==> config.mk <==
export PLATFORM = sky130hd
export DESIGN_NAME = rvfpm_result_sched
export DESIGN_NICKNAME = d
export VERILOG_FILES = /design/src/rtl/rvfpm_result_sched.sv
export SDC_FILE = /design/constraint.sdc
export NUM_CORES = 1
export LEC_CHECK = 0
export CELL_PAD_IN_SITES_DETAIL_PLACEMENT = 1
export CELL_PAD_IN_SITES_GLOBAL_PLACEMENT = 2
export CORE_ASPECT_RATIO = 1.5
export CORE_MARGIN = 3
export CORE_UTILIZATION = 36
export CTS_CLUSTER_SIZE = 10
export DETAILED_ROUTE_END_ITERATION = 12
export DONT_BUFFER_PORTS = 1
export PLACE_DENSITY_LB_ADDON = 0.12
export SLEW_MARGIN = 20
export SYNTH_ARGS = -nofsm -noshare
export SYNTH_HDL_FRONTEND = slang
export SYNTH_SLANG_ARGS = --single-unit
==> constraint.sdc <==
create_clock -name clk -period 3.1 [get_ports clk]
set_clock_uncertainty 0.05 [all_clocks]
set_input_delay 0.93 -clock clk [delete_from_list [all_inputs] [get_ports clk]]
set_output_delay 0.93 -clock clk [all_outputs]
set_load 0.01 [all_outputs]
==> src/rtl/rvfpm_result_sched.sv <==
// rvfpm_result_sched
// Result-channel scheduler for the rvfpm coprocessor. Round-robin arbitrates
// completed results from NUM_SRC producers into a 2-entry FIFO. The FIFO head
// drives the single CORE-V-XIF result interface.
//
// Parameters:
//   NUM_SRC      number of result producers (2..4)
//   X_ID_WIDTH   instruction id width
//   X_RFW_WIDTH  result data width
//
// Ports:
//   clk, rst_n        clock (rising edge) and asynchronous active-low reset
//   src_valid         per-producer result valid
//   src_ready         per-producer accept, one-hot or zero
//   src_id/data/rd    per-producer result fields, held until accepted
//   result_valid      head-of-FIFO valid (FIFO not empty)
//   result_ready      core accepts the head entry
//   result_id/data/rd head-of-FIFO result fields
//   result_stall_cnt  saturating count of cycles with result_valid && !result_ready
//                     (only present when RVFPM_RESULT_STATS_EN is defined)
//
// Optional feature macro: RVFPM_RESULT_STATS_EN
module rvfpm_result_sched #(
    parameter int NUM_SRC     = 2,
    parameter int X_ID_WIDTH  = 4,
    parameter int X_RFW_WIDTH = 32
) (
    input  logic                                    clk,
    input  logic                                    rst_n,
    input  logic [NUM_SRC-1:0]                      src_valid,
    output logic [NUM_SRC-1:0]                      src_ready,
    input  logic [NUM_SRC-1:0][X_ID_WIDTH-1:0]      src_id,
    input  logic [NUM_SRC-1:0][X_RFW_WIDTH-1:0]     src_data,
    input  logic [NUM_SRC-1:0][4:0]                 src_rd,
    output logic                                    result_valid,
    input  logic                                    result_ready,
    output logic [X_ID_WIDTH-1:0]                   result_id,
    output logic [X_RFW_WIDTH-1:0]                  result_data,
    output logic [4:0]                              result_rd
`ifdef RVFPM_RESULT_STATS_EN
    ,
    output logic [15:0]                             result_stall_cnt
`endif
);

    localparam int PTR_W = $clog2(NUM_SRC);

    typedef struct packed {
        logic [X_ID_WIDTH-1:0]  id;
        logic [X_RFW_WIDTH-1:0] data;
        logic [4:0]             rd;
    } entry_t;

    entry_t             mem_r [2];
    logic               wr_ptr_r;
    logic               rd_ptr_r;
    logic [1:0]         count_r;
    logic [PTR_W-1:0]   rr_ptr_r;

    logic [PTR_W-1:0]   cand_idx_s [NUM_SRC];
    logic [NUM_SRC-1:0] grant_s;
    logic [PTR_W-1:0]   grant_idx_s;
    logic               found_s;
    logic               space_s;
    logic               push_s;
    logic               pop_s;
    entry_t             push_entry_s;
    entry_t             head_s;

    // Source indices in priority order, starting at the round-robin pointer and wrapping.
    always_comb begin
        for (int k = 0; k < NUM_SRC; k++) begin
            cand_idx_s[k] = PTR_W'((int'(rr_ptr_r) + k) % NUM_SRC);
        end
    end

    // Round-robin arbiter: first requesting source at or after rr_ptr wins.
    always_comb begin
        grant_s     = '0;
        grant_idx_s = '0;
        found_s     = 1'b0;
        for (int k = 0; k < NUM_SRC; k++) begin
            if (!found_s && src_valid[cand_idx_s[k]]) begin
                grant_s[cand_idx_s[k]] = 1'b1;
                grant_idx_s            = cand_idx_s[k];
                found_s                = 1'b1;
            end else begin
                found_s = found_s;
            end
        end
    end

    // Handshake decode; space depends only on the registered count so the
    // producer side never waits combinationally on result_ready.
    always_comb begin
        space_s           = (count_r != 2'd2);
        src_ready         = grant_s & {NUM_SRC{space_s && rst_n}};
        push_s            = |(src_valid & src_ready);
        pop_s             = (count_r != 2'd0) && result_ready;
        push_entry_s.id   = src_id[grant_idx_s];
        push_entry_s.data = src_data[grant_idx_s];
        push_entry_s.rd   = src_rd[grant_idx_s];
        head_s            = mem_r[rd_ptr_r];
        result_valid      = (count_r != 2'd0);
        result_id         = head_s.id;
        result_data       = head_s.data;
        result_rd         = head_s.rd;
    end

    // FIFO pointers and occupancy.
    always_ff @(posedge clk or negedge rst_n) begin
        if (!rst_n) begin
            wr_ptr_r <= 1'b0;
            rd_ptr_r <= 1'b0;
            count_r  <= 2'd0;
        end else begin
            if (push_s) begin
                wr_ptr_r <= ~wr_ptr_r;
            end
            if (pop_s) begin
                rd_ptr_r <= ~rd_ptr_r;
            end
            count_r <= count_r + {1'b0, push_s} - {1'b0, pop_s};
        end
    end

    // FIFO storage; reset clears it so the head reads zero out of reset.
    always_ff @(posedge clk or negedge rst_n) begin
        if (!rst_n) begin
            mem_r[0] <= '0;
            mem_r[1] <= '0;
        end else if (push_s) begin
            mem_r[wr_ptr_r] <= push_entry_s;
        end
    end

    // Round-robin pointer advances past the winner only on an actual transfer,
    // so a grant blocked by a full FIFO keeps its turn.
    always_ff @(posedge clk or negedge rst_n) begin
        if (!rst_n) begin
            rr_ptr_r <= '0;
        end else if (push_s) begin
            rr_ptr_r <= PTR_W'((int'(grant_idx_s) + 1) % NUM_SRC);
        end
    end

`ifdef RVFPM_RESULT_STATS_EN
    logic [15:0] stall_cnt_r;

    // Saturating stall counter, cleared only by reset.
    always_ff @(posedge clk or negedge rst_n) begin
        if (!rst_n) begin
            stall_cnt_r <= 16'd0;
        end else if (result_valid && !result_ready && (stall_cnt_r != 16'hFFFF)) begin
            stall_cnt_r <= stall_cnt_r + 16'd1;
        end
    end

    assign result_stall_cnt = stall_cnt_r;
`endif

endmodule

==> impl_metrics.json, run 1 <==
{
  "status": "finished, final reports clean",
  "drv_cap": 0,
  "die_w_microns": 101.5,
  "cts-root-buf": "clkbuf_16",
  "drv_slew": 0,
  "layout_min_cycle_time_ns": 2.693,
  "critPathMaxFanout": 26,
  "cts_tree": "done",
  "worstSkewPairLatency_ns": 0.34,
  "p_leak_nw": 1.753,
  "finalPower_mw": 5.897,
  "start_kind": "register",
  "die_h_microns": 149.3,
  "synth_edf_count": 0,
  "route.antenna.remaining_nets": 0,
  "finalSetupViolCount": 0,
  "via_per_inst": 6.917,
  "routabilityCongestion": 0.7963,
  "finalHoldViolCount": 0,
  "ff2ff_setup_slack_ns": 0.66,
  "synth_ff_type": "dfrtp_1",
  "post_route_cells_drive_above_1_share_pct": 18.01,
  "clockBufferDepth": 2,
  "synth_area_sq_um": 4928,
  "rows": 51,
  "grt.overflow.total": 0,
  "fmax_ghz": 0.3713,
  "synthArstFlopShare_pct": 100.0,
  "r2r_end": "count_r[1]",
  "synth_area_per_cell_sq_um": 10.53,
  "finalNonFillerCells": 581,
  "ys_ff_latch": 87,
  "grt_usage_pct": 20.98,
  "maxSlewHeadroom_pct": 55.34,
  "critPathKind": "reg -> out",
  "pin_count": 131,
  "yosysWarningCount": 0,
  "hold_class": "in -> async",
  "numCtsBuffers": 9,
  "critical_path_required_ns": 2.12,
  "htree_levels": 3,
  "setup_tns_ns": 0,
  "grt_pass1_wl_mm": 24.74,
  "synth_seq_area_share_pct": 44.17,
  "peakVddDrop_mv": 0.3777,
  "synth_fp_nets": 557,
  "drc_errors": 0,
  "timing.rr.start": "count_r[1]",
  "grt_setup_unrepaired": "false",
  "finish.utilization_pct": 39.43,
  "yosysTopAreaCell": "dfrtp_1",
  "cts_setup_buffers": 0,
  "drt_iter0_markers": 177,
  "final_nets": 507,
  "antenna_found_initial": 0,
  "core_sq_um": 13210,
  "fill_cells": 1408,
  "power.density_nw_per_um2": 1132,
  "yosysMostFrequentCell": "dfrtp_1",
  "cts.sinks": 87,
  "crit_arrival_ns": 1.71,
  "syn_to_final_growth_pct": 5.687,
  "synth.area.top_cells": "dfrtp_1, a41oi_1, a31oi_1",
  "ctsResizeCount": 0,
  "finalWirelength_mm": 15.60,
  "initial_core_util_pct": 37.31,
  "dp_hpwl_mm": 9.029,
  "grt_max_degree": 177,
  "end_kind": "primary output",
  "netlist_top_cells_count": "dfrtp_1, a41oi_1, a31oi_1",
  "dieArea_sq_um": 15160,
  "synth_top_area_share_pct": 44.17,
  "rr_worst_depth": 8,
  "cts.clk_slew.worst_paths_ns": 0.06,
  "vias": 4019,
  "worst_pin_slew_ns": 0.6699,
  "synthCells": 468,
  "post-route-period-util_pct": 86.88,
  "ys_types": 27,
  "wl_per_cell_microns": 26.85,
  "diodes": 0,
  "holdBufCountCts": 0,
  "io_buffers": 0,
  "dp_cells": 566,
  "firstDrtPassIters": 4,
  "first_global_vias": 4361
}
-- critical path: stages (launching register included) --
cell	delay [ns]
dfrtp_2	0.68
buf_12	0.28
mux2_2	0.41
-- stage by stage --
step | setup WS, ns | hold slack [ns] | instance area (sq um)
2_1_floorplan | 0.4183 | 0.4097 | 4928
3_3_place_gp | 0.6982 | 0.4608 | 4877
3_5_place_dp | 0.6593 | 0.4843 | 4877
4_1_cts | 0.3620 | 0.2211 | 5209
5_1_grt | 0.3164 | 0.2133 | 5209
6_report | 0.4067 | 0.2312 | 5209
-- layer usage --
layer	global-route usage, %	vias up	share of wire [%]
met4	6.254	0	1.5
met3	3.837	16	4.7
met1	27.66	2102	44
met5	0	-	0
met2	34.83	104	50
li1	-	1797	-
-- cells by family (layout without fill, tap and decap cells) --
group	after synthesis	count (layout)	share of synthesized area, %
AOI/OAI and AO/OA	208	208	29.80
xor gates and xnor gates	4	4	0.7110
adders and majority gates	2	2	0.5077
buffers and inverters	74	28	7.718
DFF	87	87	44.17
muxes	41	41	9.368
and+or+nand+nor	52	52	7.718
-- registers in the layout, indices dropped and copies added (netlist names) --
| signal | flops |
|---|---|
| count_r | 2 |
| mem_r | 82 |
| rd_ptr_r | 1 |
| rr_ptr_r | 1 |
| wr_ptr_r | 1 |
-- worst max path at each step --
stage	cells past startpoint	slack, ns	start	endpoint
floorplan	4	0.42	rst_n	src_ready[1]
global placement	8	0.70	count_r[1]	count_r[1]
detailed placement	8	0.66	count_r[1]	count_r[1]
CTS	2	0.36	rd_ptr_r	result_rd[0]
global route	3	0.32	count_r[1]	src_ready[1]
finish	2	0.41	rd_ptr_r	result_rd[0]
-- power by group --
part	internal [mW]	switching (mW)
Clock	0.767	0.444
Sequential	1.71	0.380
Combinational	1.07	1.52
-- layout make-up --
cell class | count | area (sq um) | share of cell area, %
clock buffer | 12 | 266.5 | 5.117
clock inverter | 3 | 65.06 | 1.249
inverter | 3 | 11.26 | 0.2162
multi-input combinational | 307 | 2387 | 45.83
sequential | 87 | 2180 | 41.84
tap | 159 | 198.9 | 3.819
timing repair buffer | 10 | 100.1 | 1.922
-- cell usage in the layout (no fill, tap or decap), drive strengths merged, types with 2 or more instances in the layout --
cell type	synthesis	layout
buf	29	10
nand3	2	2
a41oi	83	83
xnor2	3	3
a31oi	83	83
clkinv	0	2
dfrtp	87	87
ha	2	2
nand3b	41	41
mux2	41	41
inv	3	2
and4	2	2
or2	2	2
o21ai	41	41
bufinv	0	2
clkbuf	42	12
Power figures use the tool's default switching activity.
==> run 2, diff against run 1 <==
Settings changed: BUFFER_PORTS_ARGS set to -buffer_cell sky130_fd_sc_hd__buf_4, DONT_BUFFER_PORTS 1 to not set.
==> run 2 against run 1 <==
Compared with the run above:
- wire length is 4.0% higher
- core utilization is 7.4 points higher
- die area stayed put
- non-clock buffer count is 132 higher
- sequential power is 2% lower
- highest routed layer unchanged
- critical path type is now in -> out
- register-to-register slack better by 0.09 ns
- sequential share of layout area is 6.6 points lower
- fmax is 1.0% higher
- final area is 19% higher
==> impl_metrics.json, run 2 (synthesis gave the netlist of run 1 again) <==
{
  "status": "finished, final reports clean",
  "critPathMaxFanout": 22,
  "antenna_found_initial": 0,
  "numCtsBuffers": 9,
  "top_layer": "met4",
  "cts_tree": "done",
  "p_leak_nw": 2.376,
  "grt_usage_pct": 22.06,
  "routabilityCongestion": 0.7275,
  "finalPower_mw": 6.588,
  "grt_pass1_wl_mm": 26.32,
  "wl_met2_mm": 8.388,
  "post_route_cells_drive_above_1_share_pct": 37.18,
  "dp_hpwl_mm": 9.859,
  "wl_per_cell_microns": 22.75,
  "layout_min_cycle_time_ns": 2.666,
  "die_w_microns": 101.5,
  "grt_max_degree": 167,
  "wirelength_met1_mm": 6.888,
  "finalHoldViolCount": 0,
  "diodes": 0,
  "holdBufCountCts": 0,
  "cts.clk_slew.worst_paths_ns": 0.06,
  "initial_core_util_pct": 37.31,
  "via_per_inst": 6.331,
  "place_ws_ns": 0.3110,
  "fmax_ghz": 0.3751,
  "end_kind": "primary output",
  "io_buffers": 130,
  "firstDrtPassIters": 4,
  "pin_count": 131,
  "die_h_microns": 149.3,
  "top_register": "mem_r",
  "cts-root-buf": "clkbuf_16",
  "setup_tns_ns": 0,
  "syn_to_final_growth_pct": 25.54,
  "htree_levels": 3,
  "fin_ws_ns": 0.4338,
  "critPathKind": "in -> out",
  "final_nets": 639,
  "drc_errors": 0,
  "finalSetupViolCount": 0,
  "grt.overflow.total": 0,
  "cts.sinks": 87,
  "drv_slew": 0,
  "layout_commonest_cell": "buf_4",
  "drv_cap": 0,
  "start_kind": "input pin",
  "finalWirelength_mm": 16.22,
  "largest_reg_flops": 82,
  "hold_class": "in -> async",
  "worst_pin_slew_ns": 1.006,
  "power.density_nw_per_um2": 1065,
  "route.antenna.remaining_nets": 0,
  "worstSkewPairLatency_ns": 0.33,
  "vias": 4514,
  "final_cell_mix": "buf_4, dfrtp_1, a41oi_1",
  "rr_worst_depth": 8,
  "maxSlewHeadroom_pct": 32.94,
  "clockBufferDepth": 2,
  "cts_setup_buffers": 0,
  "drt_iter0_markers": 250,
  "rows": 51,
  "peakVddDrop_mv": 0.3644,
  "grt_setup_unrepaired": "false",
  "post-route-period-util_pct": 86.01,
  "critical_path_required_ns": 2.12,
  "core_sq_um": 13210,
  "dieArea_sq_um": 15160,
  "wl_met3_microns": 705,
  "crit_arrival_ns": 1.69,
  "first_global_vias": 4858,
  "ctsResizeCount": 0,
  "largest_registers": "mem_r x82, count_r x2",
  "ff2ff_setup_slack_ns": 0.75
}
-- run 2: cell types whose count changed in the layout (fill, tap and decap cells not counted) --
cell,delta
buf_12,-1
clkbuf_1,+2
buf_4,+132
bufinv_16,+1
clkbuf_8,-3
buf_6,+1
-- run 2: report_power, final --
part	internal, mW	leakage, nW	switching [mW]	total, mW
Sequential	1.72	0.968	0.336	2.05
Combinational	1.59	1.25	1.73	3.32
Clock	0.783	0.160	0.432	1.21
Total	4.09	2.38	2.50	6.59
-- run 2: critical path, cell delays in order --
cell and delay (ns):
buf_4 0.26, inv_1 0.10, nor3_1 0.23, buf_4 0.16
-- run 2: final cells by class --
cell class,instances,area [sq um]
Fill cell,1465,7022
Clock inverter,4,95.09
Tap cell,159,198.9
Timing Repair Buffer,142,1082
Inverter,3,11.26
Sequential cell,87,2180
Multi-Input combinational cell,307,2387
Clock buffer,11,232.7
-- run 2: path summary, 6_finish.rpt --
path | start | to
worst max-delay path | src_valid[1] | src_ready[1]
worst min-delay path | rst_n | count_r[0]
worst max register to register | count_r[1] | count_r[1]
worst min register to register | count_r[0] | count_r[0]
max in group asynchronous | rst_n | mem_r[33]
min in group clk | count_r[0] | count_r[0]
-- run 2: stage by stage --
stage / instance area, sq um / util [%] / hold WS (ns) / instances
after CTS: 6187 / 46.84 / 0.3300 / 713
after detailed placement: 5859 / 44.36 / 0.4687 / 698
after global placement: 5859 / 44.36 / 0.4682 / 698
final: 6187 / 46.84 / 0.3445 / 713
after global routing: 6187 / 46.84 / 0.3243 / 713
after floorplan: 4928 / - / 0.4097 / 468
-- run 2: per-layer routing --
| layer | GRT usage [%] | up-vias |
|---|---|---|
| li1 | - | 2058 |
| met1 | 28.86 | 2329 |
| met2 | 37.09 | 112 |
| met3 | 4.071 | 15 |
| met4 | 6.055 | 0 |
| met5 | 0 | - |
==> run 3, diff against run 2 <==
Settings changed: ABC_AREA set to 1, CORE_UTILIZATION 36 to 30.
==> run 3 against run 2 <==
Compared with the run above:
- total power decreased by 8.9%
- combinational power decreased by 14%
- first-iteration DRC count shrank 52%
- critical path depth rose by 2
- largest cell class is now sequential cells
- die area rose by 11%
- via count grew 2.8%
- setup slack got worse by 0.025 ns
- clock power shrank 4%
==> impl_metrics.json, run 3 <==
{
  "yosysWarningCount": 0,
  "wl_per_cell_microns": 16.04,
  "firstDrtPassIters": 4,
  "cts.clk_slew.worst_paths_ns": 0.06,
  "finalWirelength_mm": 15.51,
  "synth_top_area_share_pct": 47.39,
  "grt_pass1_wl_mm": 25.18,
  "power.density_nw_per_um2": 997.6,
  "finalHoldViolCount": 0,
  "diodes": 0,
  "drc_errors": 0,
  "cts_setup_buffers": 0,
  "via_per_inst": 4.797,
  "io_buffers": 130,
  "layout_commonest_cell": "nand2_1",
  "wl_met3_microns": 581,
  "route.antenna.remaining_nets": 0,
  "routabilityCongestion": 0.7638,
  "holdBufCountCts": 0,
  "crit_arrival_ns": 1.71,
  "setup_tns_ns": 0,
  "die_h_microns": 157.6,
  "syn_to_final_growth_pct": 30.94,
  "status": "finished, final reports clean",
  "grt.overflow.total": 0,
  "cts_tree": "done",
  "dp_cells": 952,
  "top_layer": "met4",
  "die_w_microns": 107.0,
  "rows": 54,
  "final_cell_mix": "nand2_1, buf_4, nand3_1",
  "drt_iter0_markers": 120,
  "cts-root-buf": "clkbuf_16",
  "largest_reg_flops": 82,
  "drv_cap": 0,
  "p_leak_nw": 3.480,
  "finalPower_mw": 6.002,
  "synth_area_sq_um": 4594,
  "final_nets": 856,
  "cp_slowest_cell": "a21oi_1",
  "synth_edf_count": 0,
  "synthArstFlopShare_pct": 100.0,
  "wirelength_met1_mm": 6.589,
  "synth_fp_nets": 746,
  "wl_met2_mm": 8.193,
  "vias": 4639,
  "layout_min_cycle_time_ns": 2.692,
  "hold_class": "reg -> reg",
  "core_sq_um": 14800,
  "synth_seq_area_share_pct": 47.39,
  "synth.area.top_cells": "dfrtp_1, nand2_1, nand3_1",
  "ys_types": 15,
  "ys_ff_latch": 87,
  "max_stage_delay_ns": 0.25,
  "clockBufferDepth": 2,
  "crit_chain": "buf_4 > inv_1 > a21oi_1 > nand2_1 > inv_1 > buf_4",
  "dieArea_sq_um": 16870,
  "yosysTopAreaCell": "dfrtp_1",
  "finalNonFillerCells": 967,
  "peakVddDrop_mv": 0.4964,
  "crit_family": "buffers and inverters",
  "synthCells": 657,
  "grt_setup_unrepaired": "false",
  "post-route-period-util_pct": 86.82,
  "dp_hpwl_mm": 10.42,
  "critPathKind": "in -> out",
  "cts.sinks": 87,
  "synth_ff_type": "dfrtp_1",
  "worstSkewPairLatency_ns": 0.33,
  "initial_core_util_pct": 31.05,
  "worst-path-buf-inv": 4,
  "grt_usage_pct": 18.77,
  "top_register": "mem_r",
  "maxSlewHeadroom_pct": 58.77,
  "numCtsBuffers": 9,
  "htree_levels": 3,
  "grt_max_degree": 46,
  "yosysMostFrequentCell": "nand2_1",
  "critical_path_required_ns": 2.12,
  "critPathMaxFanout": 3,
  "pin_count": 131,
  "first_global_vias": 5037,
  "worst_pin_slew_ns": 0.6184,
  "drv_slew": 0,
  "finalSetupViolCount": 0,
  "post_route_cells_drive_above_1_share_pct": 22.18,
  "netlist_top_cells_count": "nand2_1, nand3_1, dfrtp_1",
  "largest_registers": "mem_r x82, count_r x2",
  "start_kind": "input pin",
  "synth_area_per_cell_sq_um": 6.993,
  "end_kind": "primary output",
  "antenna_found_initial": 0,
  "ctsResizeCount": 0,
  "fmax_ghz": 0.3715
}
run 3: cell families (layout without fill, tap and decap cells):
| logic type | count (synthesis) | in the layout | synth area share (%) |
|---|---|---|---|
| adders and majority gates | 2 | 2 | 0.5446 |
| AOI/OAI and AO/OA | 2 | 2 | 0.2179 |
| xor gates and xnor gates | 3 | 3 | 0.5720 |
| and+or+nand+nor | 506 | 506 | 44.96 |
| buffers and inverters | 57 | 171 | 6.318 |
| DFF | 87 | 87 | 47.39 |
run 3: layer usage:
layer	vias up	GRT usage, %
met5	-	0
li1	2270	-
met4	0	4.205
met1	2273	22.54
met3	9	2.954
met2	87	34.94
run 3: worst paths after layout:
| check | endpoint | depth (start not counted) | start | slack (ns) |
|---|---|---|---|---|
| worst max register to register | mem_r[51] | 7 | count_r[1] | 1.19 |
| worst min register to register | mem_r[19] | 2 | mem_r[19] | 0.42 |
| worst max-delay path | src_ready[0] | 6 | rst_n | 0.41 |
| max in group asynchronous | rd_ptr_r | 3 | rst_n | 1.25 |
| worst min-delay path | mem_r[19] | 2 | mem_r[19] | 0.42 |
| min in group asynchronous | mem_r[62] | 2 | rst_n | 0.68 |
run 3: cell type report:
type | count | area (sq um)
Multi-Input combinational cell | 513 | 2132
Timing Repair Buffer | 146 | 1109
Tap cell | 196 | 245.2
Fill cell | 1868 | 8781
Clock buffer | 11 | 242.7
Clock inverter | 4 | 70.07
Inverter | 10 | 37.54
Sequential cell | 87 | 2180
run 3: per-stage QoR:
| step | area [sq um] | setup slack [ns] | util, % | hold WS, ns |
|---|---|---|---|---|
| after floorplan | 4594 | 0.7705 | - | 0.3917 |
| after global placement | 5703 | 0.4247 | 38.54 | 0.4032 |
| after detailed placement | 5703 | 0.3974 | 38.54 | 0.4087 |
| after CTS | 6016 | 0.3850 | 40.66 | 0.4240 |
| after global routing | 6016 | 0.3164 | 40.66 | 0.4429 |
| final | 6016 | 0.4085 | 40.66 | 0.4186 |
run 3: where the power goes:
part | switching (mW) | leakage (nW) | internal (mW)
Combinational | 1.76 | 2.23 | 1.10
Sequential | 0.339 | 1.09 | 1.65
Clock | 0.437 | 0.155 | 0.721
run 3: worst register-to-register path: stages (launching register included):
cell and delay (ns):
dfrtp_1 0.40, a21oi_1 0.29, nand2_1 0.17, nand2_2 0.16
nand2_2 0.31, buf_12 0.30, nand2_1 0.07, nand2_1 0.05
